<file path="src/rtl/sp_ram_arbiter.sv">
`default_nettype none
// ============================================================================
//  Module   : sp_ram_arbiter
//  Purpose  : Two-port req/gnt/rvalid arbiter in front of one single-port RAM.
//             Optional round-robin under macro SP_RAM_ARB_ROUND_ROBIN_EN.
//  Revision : 1.0  initial release
// ============================================================================
module sp_ram_arbiter #(
    parameter int RAM_SIZE   = 32768,
    parameter int ADDR_WIDTH = $clog2(RAM_SIZE),
    parameter int DATA_WIDTH = 32
) (
    input  logic                    clk,
    input  logic                    rstn_i,
    input  logic                    p0_req_i,
    output logic                    p0_gnt_o,
    input  logic [ADDR_WIDTH-1:0]   p0_addr_i,
    input  logic                    p0_we_i,
    input  logic [DATA_WIDTH/8-1:0] p0_be_i,
    input  logic [DATA_WIDTH-1:0]   p0_wdata_i,
    output logic                    p0_rvalid_o,
    output logic [DATA_WIDTH-1:0]   p0_rdata_o,
    input  logic                    p1_req_i,
    output logic                    p1_gnt_o,
    input  logic [ADDR_WIDTH-1:0]   p1_addr_i,
    input  logic                    p1_we_i,
    input  logic [DATA_WIDTH/8-1:0] p1_be_i,
    input  logic [DATA_WIDTH-1:0]   p1_wdata_i,
    output logic                    p1_rvalid_o,
    output logic [DATA_WIDTH-1:0]   p1_rdata_o,
    output logic                    ram_en_o,
    output logic [ADDR_WIDTH-1:0]   ram_addr_o,
    output logic                    ram_we_o,
    output logic [DATA_WIDTH/8-1:0] ram_be_o,
    output logic [DATA_WIDTH-1:0]   ram_wdata_o,
    input  logic [DATA_WIDTH-1:0]   ram_rdata_i
);

    logic                  w_sel_p1;
    logic                  w_xfer;
    logic                  r_valid;
    logic                  r_owner;
    logic [DATA_WIDTH-1:0] r_p0_hold;
    logic [DATA_WIDTH-1:0] r_p1_hold;

`ifdef SP_RAM_ARB_ROUND_ROBIN_EN
    logic r_rr_ptr;

    // Pointer names the port preferred on the next contention.
    assign w_sel_p1 = rstn_i & p1_req_i & (~p0_req_i | r_rr_ptr);

    always_ff @(posedge clk or negedge rstn_i) begin
        if (!rstn_i) begin
            r_rr_ptr <= 1'b0;
        end else if (w_xfer) begin
            r_rr_ptr <= ~w_sel_p1;
        end
    end
`else
    assign w_sel_p1 = rstn_i & p1_req_i & ~p0_req_i;
`endif

    // Grants are gated by reset so nothing is issued while rstn_i is low.
    assign p1_gnt_o = w_sel_p1;
    assign p0_gnt_o = rstn_i & p0_req_i & ~w_sel_p1;
    assign w_xfer   = p0_gnt_o | p1_gnt_o;
    assign ram_en_o = w_xfer;

    always_comb begin
        ram_addr_o  = '0;
        ram_we_o    = 1'b0;
        ram_be_o    = '0;
        ram_wdata_o = '0;
        if (p1_gnt_o) begin
            ram_addr_o  = p1_addr_i;
            ram_we_o    = p1_we_i;
            ram_be_o    = p1_be_i;
            ram_wdata_o = p1_wdata_i;
        end else if (p0_gnt_o) begin
            ram_addr_o  = p0_addr_i;
            ram_we_o    = p0_we_i;
            ram_be_o    = p0_be_i;
            ram_wdata_o = p0_wdata_i;
        end
    end

    always_ff @(posedge clk or negedge rstn_i) begin
        if (!rstn_i) begin
            r_valid   <= 1'b0;
            r_owner   <= 1'b0;
            r_p0_hold <= '0;
            r_p1_hold <= '0;
        end else begin
            r_valid <= w_xfer;
            if (w_xfer) begin
                r_owner <= w_sel_p1;
            end
            if (p0_rvalid_o) begin
                r_p0_hold <= ram_rdata_i;
            end
            if (p1_rvalid_o) begin
                r_p1_hold <= ram_rdata_i;
            end
        end
    end

    // RAM data arrives one cycle after the access; the idle port keeps its last word.
    assign p0_rvalid_o = r_valid & ~r_owner;
    assign p1_rvalid_o = r_valid & r_owner;
    assign p0_rdata_o  = p0_rvalid_o ? ram_rdata_i : r_p0_hold;
    assign p1_rdata_o  = p1_rvalid_o ? ram_rdata_i : r_p1_hold;

endmodule
`default_nettype wire

</file>
<file path="config.mk">
export PLATFORM = sky130hd
export DESIGN_NAME = sp_ram_arbiter
export DESIGN_NICKNAME = d
export VERILOG_FILES = /design/src/rtl/sp_ram_arbiter.sv
export SDC_FILE = /design/constraint.sdc
export NUM_CORES = 1
export LEC_CHECK = 0
export ABC_AREA = 0
export CAP_MARGIN = 20
export CORE_AREA = 3 3 99 101
export CTS_CLUSTER_SIZE = 25
export DETAILED_ROUTE_END_ITERATION = 16
export DIE_AREA = 0 0 102 104
export DONT_BUFFER_PORTS = 1
export GPL_TIMING_DRIVEN = 0
export SYNTH_ARGS = -nofsm -noshare
export SYNTH_HDL_FRONTEND = slang
export SYNTH_SLANG_ARGS = --single-unit
</file>
<file path="constraint.sdc">
create_clock -name clk -period 1.2 [get_ports clk]
set_input_delay 0 -clock clk [delete_from_list [all_inputs] [get_ports clk]]
set_output_delay 0 -clock clk [all_outputs]
set_load 0.03 [all_outputs]
</file>
Word-level counts from Yosys, hierarchy flattened
Index checks and enable logic that the tools add are counted.

storage, ports and cells
  flip-flop bits (word level) = 66
  word-level logic and storage cells = 24
  memories kept = 0
  ROM bits = 0
  bits of input ports = 140
  output and inout port bits = 121
  bits in latches = 0
  bits in writable memories = 0

cells by class
  reductions and logical operators = 0
  divide/modulo/power cells = 0
  eq/ne operators = 0
  $lt $le $gt $ge = 0
  mux-type cells = 10
  $add $sub $neg = 0
  shifts and indexed selects = 0
  bitwise operators = 10
  $mul = 0

operators by type and width
  cell         count
  $mux 32      4
  $mux 15      2
  $mux 4       2
  $and 1x1->1  6
  $not 1->1    3
  $mux 1       2
  $or 1x1->1   1

Longest topological paths before layout
  depth after elaboration = 6
  mapped depth = 4
  depth with buffers taken out = 2

Worst setup path before layout
Ideal clock, no wire load.

  path type = register to register
  start point = reg r_owner
  end point = reg r_p0_hold[22]
  required time = 1.055 ns
  clock period less this slack = 1.284 ns
  arrival = 1.139 ns
  setup time = 0.145 ns
  setup slack = -0.084 ns
  stages on the path, launching flop included = 5
  path buffers = 2
  cells stage by stage = dfrtp_1 nand2b_4 buf_6 buf_8 mux2_4

between the ends
  longest elaborated chain between the ends = 3

RTL lines
  what                    RTL line  source
  start, declared         42        logic r_owner;
  start signal, assigned  96        r_owner <= w_sel_p1;
  $not 1->1               108       assign p0_rvalid_o = r_valid & ~r_owner;
  $and 1x1->1             108
  $mux 32                 -
  net p0_rdata_o[22]      22        output logic [DATA_WIDTH-1:0] p0_rdata_o,
  end signal, assigned    99        r_p0_hold <= ram_rdata_i;
  end, declared           43        logic [DATA_WIDTH-1:0] r_p0_hold;

The timed path passes the listed nets, and every way through them passes these cells.
A chain may end at the register's enable or synchronous reset.

Worst setup path after layout
  start point = reg r_owner
  end point = out p0_rdata_o[25]

between the ends
  longest elaborated chain between the ends = 3

RTL lines
  what           RTL line
  $not 1->1      108
  $and 1x1->1    108
  $mux 32        -
  end, declared  22

No other way between the ends.

==> metrics.txt <==
# TYPE chip_impl_metric gauge
chip_impl_metric{name="finalCriticalPeriod",unit="ns"} 1.515
chip_impl_metric{name="height_of_the_die",unit="um"} 104
chip_impl_metric{name="design.die.area",unit="sq mm"} 0.01061
chip_impl_metric{name="ir_drop",unit="V"} 0.0006297
chip_impl_metric{name="fraction_of_the_mapped_netlist_area_in_adder_cells",unit="%"} 0
chip_impl_metric{name="max_freq",unit="MHz"} 660.2
chip_impl_metric{name="drive_gt1_share",unit="%"} 43.64
chip_impl_metric{name="clk_transition_reported_paths",unit="ns"} 0.08
chip_impl_metric{name="ys_warnings",unit=""} 0
chip_impl_metric{name="ys_seq_area_share",unit="%"} 49.98
chip_impl_info{name="status",value="complete, but fails checks"} 1
chip_impl_metric{name="number_of_vias_in_the_routed_layout",unit=""} 2339
chip_impl_metric{name="worst_slack",unit="ns"} -0.3147
chip_impl_metric{name="nNetsFinal",unit=""} 410
chip_impl_metric{name="grt_antenna_before_repair",unit=""} 2
chip_impl_info{name="timing.critical_path.cells",value="nand2b_4, buf_12, mux2_4"} 1
chip_impl_metric{name="power.density",unit="mW/mm^2"} 1853
chip_impl_metric{name="cell_area_after_synthesis",unit="sq mm"} 0.003304
chip_impl_metric{name="synth-seq-cells",unit=""} 66
chip_impl_info{name="critPathLaunchType",value="register"} 1
chip_impl_metric{name="postRouteWirelength",unit="mm"} 12.44
chip_impl_metric{name="final.setup.tns",unit="ns"} -26.21
chip_impl_metric{name="initialDrtViolationCount",unit=""} 112
chip_impl_metric{name="final.setup_skew",unit="ns"} 0.008472
chip_impl_metric{name="critical-path-max-stage-delay",unit="ns"} 0.42
chip_impl_info{name="startpoint",value="r_owner$_DFFE_PN0P_"} 1
chip_impl_info{name="rsz0062_at_grt",value="yes"} 1
chip_impl_metric{name="synth_xor_xnor_area_share",unit="%"} 0
chip_impl_metric{name="cts_hold_buf",unit=""} 32
chip_impl_metric{name="synth.area.mux_share",unit="%"} 25.10
chip_impl_metric{name="detailedRoute.firstPassIterationCount",unit=""} 7
chip_impl_metric{name="whs",unit="ns"} -0.6474
chip_impl_metric{name="grt_first_pass_wirelength",unit="mm"} 17.73
chip_impl_info{name="clock_tree_from_tritoncts",value="yes"} 1
chip_impl_metric{name="maximum_number_of_pins_on_one_net_before_global_route_repair",unit=""} 72
chip_impl_metric{name="numPlacedInstances",unit=""} 329
chip_impl_metric{name="final-hold-violation-count",unit=""} 67
chip_impl_metric{name="synth_cell_type_count",unit=""} 20
chip_impl_metric{name="critPathBufInv",unit=""} 1
chip_impl_metric{name="timing.critical_path.required",unit="ns"} 1.20
chip_impl_metric{name="synth_area_per_cell",unit="sq um"} 15.16
chip_impl_metric{name="stdcell_count",unit=""} 388
chip_impl_metric{name="syn_inst",unit=""} 218
chip_impl_metric{name="clock_tree.htree_level_count",unit=""} 3
chip_impl_metric{name="tritoncts_num_sinks",unit=""} 66
chip_impl_metric{name="worst_ep_arrival_time",unit="ns"} 1.51
chip_impl_info{name="timing.rr.start",value="r_owner$_DFFE_PN0P_"} 1
chip_impl_metric{name="io_pins",unit=""} 261
chip_impl_metric{name="average_wire_per_standard_cell",unit="um"} 32.06
chip_impl_metric{name="max_cap_violations",unit=""} 0
chip_impl_metric{name="path_max_fanout",unit=""} 10
chip_impl_metric{name="grt_overflow",unit=""} 0
chip_impl_metric{name="synth_simple_gate_area_share",unit="%"} 1.325
chip_impl_metric{name="post-layout-total-power",unit="mW"} 7.852
chip_impl_info{name="slowest_stage",value="sky130_fd_sc_hd__dfrtp_1"} 1
chip_impl_metric{name="total_cts_buffers",unit=""} 9
chip_impl_metric{name="gp_congestion",unit=""} 0.9192
chip_impl_info{name="type_of_the_setup_path_with_the_least_slack",value="reg -> out"} 1
chip_impl_metric{name="areaGrowthSynthToFinish",unit="%"} 28.21
chip_impl_info{name="largest_family_of_logic_cells_by_synthesized_area",value="multiplexers"} 1
chip_impl_metric{name="total_half_perimeter_wirelength_after_legalization_and_detailed_placement",unit="mm"} 9.573
chip_impl_metric{name="final.period_utilization",unit="%"} 126.2
chip_impl_metric{name="pleak",unit="nW"} 1.955
chip_impl_info{name="hold_path.class",value="in -> async"} 1
chip_impl_metric{name="postLayoutCoreUtil",unit="%"} 46.51
chip_impl_metric{name="initial_core_util",unit="%"} 36.28
chip_impl_metric{name="placeable_core_region",unit="sq mm"} 0.009109
chip_impl_metric{name="buffers_on_ports",unit=""} 0
chip_impl_metric{name="worst_slew_margin_rel",unit="%"} 62.55
chip_impl_metric{name="route.detailed.drc",unit=""} 0
chip_impl_metric{name="mappedNetlistNets",unit=""} 358
chip_impl_metric{name="remaining_number_of_nets_flagged_by_the_antenna_check_after_routing",unit=""} 0
chip_impl_metric{name="tightest_pin_transition",unit="ns"} 0.5597
chip_impl_metric{name="num_rows",unit=""} 35
chip_impl_metric{name="post_dp_cell_area",unit="sq mm"} 0.003447
chip_impl_metric{name="first_global_vias",unit=""} 2554
chip_impl_metric{name="die_x",unit="um"} 102
chip_impl_info{name="critical_path.endpoint_type",value="primary output"} 1
chip_impl_metric{name="timing_max_transition_violations_final",unit=""} 0
chip_impl_metric{name="finish.instance_area",unit="sq mm"} 0.004237
chip_impl_metric{name="clock_insertion_delay_worst_skew",unit="ns"} 0.33
chip_impl_metric{name="synth_compound_area_share",unit="%"} 16.13
chip_impl_metric{name="via_per_inst",unit=""} 6.028
chip_impl_metric{name="grtUsageTotal",unit="%"} 23.01
chip_impl_metric{name="setup-violations-final",unit=""} 130
chip_impl_info{name="violated_checks",value="hold timing, setup timing"} 1
chip_impl_info{name="crit_family",value="flip-flops"} 1
chip_impl_info{name="root_buffer",value="sky130_fd_sc_hd__clkbuf_8"} 1
chip_impl_metric{name="clockBufferDepth",unit=""} 2
-- flip-flops by register name, summed over array words and instances (netlist names) --
signal / cells
r_valid: 1
r_p0_hold: 32
r_p1_hold: 32
r_owner: 1
-- routing by layer --
metal  vias up  GRT usage [%]  wire [um]
met4         0          8.903        384
met3        20          13.28       1605
met2       168          36.54       6129
met1      1184          25.10       4321
met5         -              0          0
li1        967              -          -
-- what timing repair did --
action,CTS,global route
setup endpoints to repair,130,142
endpoints found under the hold margin,131,67
resized for setup,38,17
gates cloned,1,0
buffers inserted,5,4
pin swaps,0,1
-- logic make-up (layout without fill, tap and decap cells) --
kind of cell	after synthesis	in the layout
buffers and inverters	27	84
muxes	64	64
DFF	66	66
and+or+nand+nor	7	7
other	0	2
AOI/OAI and AO/OA	54	54
-- metrics by stage --
| step | setup slack (ns) | hold slack, ns |
|---|---|---|
| floorplan | -0.08419 | -0.2956 |
| finish | -0.3147 | -0.6474 |
| detailed placement | -0.2265 | -0.2939 |
| global placement | -0.2215 | -0.2940 |
| CTS | -0.3597 | -0.6710 |
| global route | -0.3815 | -0.6822 |
-- placed cells by master, fill, tap and decap left out --
cell,Yosys,routed
sky130_fd_sc_hd__a21oi_1,1,1
sky130_fd_sc_hd__nor2b_1,1,1
sky130_fd_sc_hd__clkinvlp_4,0,4
sky130_fd_sc_hd__clkbuf_1,4,3
sky130_fd_sc_hd__buf_2,3,3
sky130_fd_sc_hd__diode_2,0,2
sky130_fd_sc_hd__nand2_1,1,1
sky130_fd_sc_hd__nand2b_4,1,1
sky130_fd_sc_hd__a32o_2,0,5
sky130_fd_sc_hd__and2_1,1,1
sky130_fd_sc_hd__nor2_1,2,2
sky130_fd_sc_hd__o21a_1,1,1
sky130_fd_sc_hd__mux2_4,29,64
sky130_fd_sc_hd__buf_6,6,9
sky130_fd_sc_hd__buf_4,6,11
sky130_fd_sc_hd__a32o_1,52,47
sky130_fd_sc_hd__clkinv_2,0,2
sky130_fd_sc_hd__dlygate4sd3_1,0,32
sky130_fd_sc_hd__clkbuf_2,0,1
sky130_fd_sc_hd__bufinv_16,0,1
sky130_fd_sc_hd__dfrtp_1,66,66
sky130_fd_sc_hd__inv_6,0,1
sky130_fd_sc_hd__clkbuf_16,0,1
sky130_fd_sc_hd__nand2_4,0,1
sky130_fd_sc_hd__clkbuf_8,3,10
sky130_fd_sc_hd__buf_8,1,1
sky130_fd_sc_hd__buf_12,2,5
-- cells in the mapped netlist --
cell,count,area share [%]
sky130_fd_sc_hd__nand2_2,1,0.19
sky130_fd_sc_hd__nor2b_1,1,0.19
sky130_fd_sc_hd__dfrtp_1,66,50
sky130_fd_sc_hd__nor2_1,2,0.23
sky130_fd_sc_hd__a21oi_1,1,0.15
sky130_fd_sc_hd__nand2_1,1,0.11
sky130_fd_sc_hd__a32o_1,52,16
sky130_fd_sc_hd__buf_12,2,1.2
sky130_fd_sc_hd__buf_4,6,1.4
sky130_fd_sc_hd__clkbuf_1,4,0.45
sky130_fd_sc_hd__clkbuf_8,3,1.2
sky130_fd_sc_hd__buf_8,1,0.45
sky130_fd_sc_hd__mux2_2,35,12
sky130_fd_sc_hd__and2_1,1,0.19
sky130_fd_sc_hd__o21a_1,1,0.23
sky130_fd_sc_hd__nand2b_4,1,0.42
sky130_fd_sc_hd__buf_6,6,2.0
sky130_fd_sc_hd__buf_2,3,0.45
sky130_fd_sc_hd__mux2_4,29,13
sky130_fd_sc_hd__inv_1,2,0.23
-- layout make-up --
cell class | count | area, sq um
fill | 794 | 4872
sequential | 66 | 1652
multi-input combinational | 125 | 1549
timing repair buffer | 42 | 417.9
buffer | 24 | 257.7
tap | 111 | 138.9
clock buffer | 10 | 137.6
clock inverter | 6 | 63.81
inverter | 2 | 15.01
antenna | 2 | 5.005
-- worst paths after layout --
path                            depth (start not counted)                      end  slack [ns]
worst max-delay path                                    3           p0_rdata_o[25]       -0.31
worst min-delay path                                    0  r_p0_hold[16]$_DFF_PN0_       -0.65
worst max register to register                          3   r_p0_hold[3]$_DFF_PN0_       -0.13
worst min register to register                          1  r_p0_hold[19]$_DFF_PN0_        0.57
max in group asynchronous                               0   r_p0_hold[3]$_DFF_PN0_        1.74
min in group clk                                        2      r_owner$_DFFE_PN0P_       -0.15
-- worst reg2reg max path: cells and delay by family, from the launching register on --
| family | cells | cell delay [ns] |
|---|---|---|
| AND/OR/NAND/NOR | 1 | 0.22 |
| buffers and inverters | 1 | 0.18 |
| flip-flops | 1 | 0.42 |
| multiplexers | 1 | 0.36 |
-- where the power goes --
| part | leakage [nW] | internal [mW] | switching, mW |
|---|---|---|---|
| clock network | 0.0987 | 1.02 | 0.837 |
| registers | 0.770 | 2.73 | 0.162 |
| logic | 1.09 | 1.08 | 2.03 |
| total | 1.95 | 4.83 | 3.03 |
Note: power is estimated with default switching activity, not from simulation.
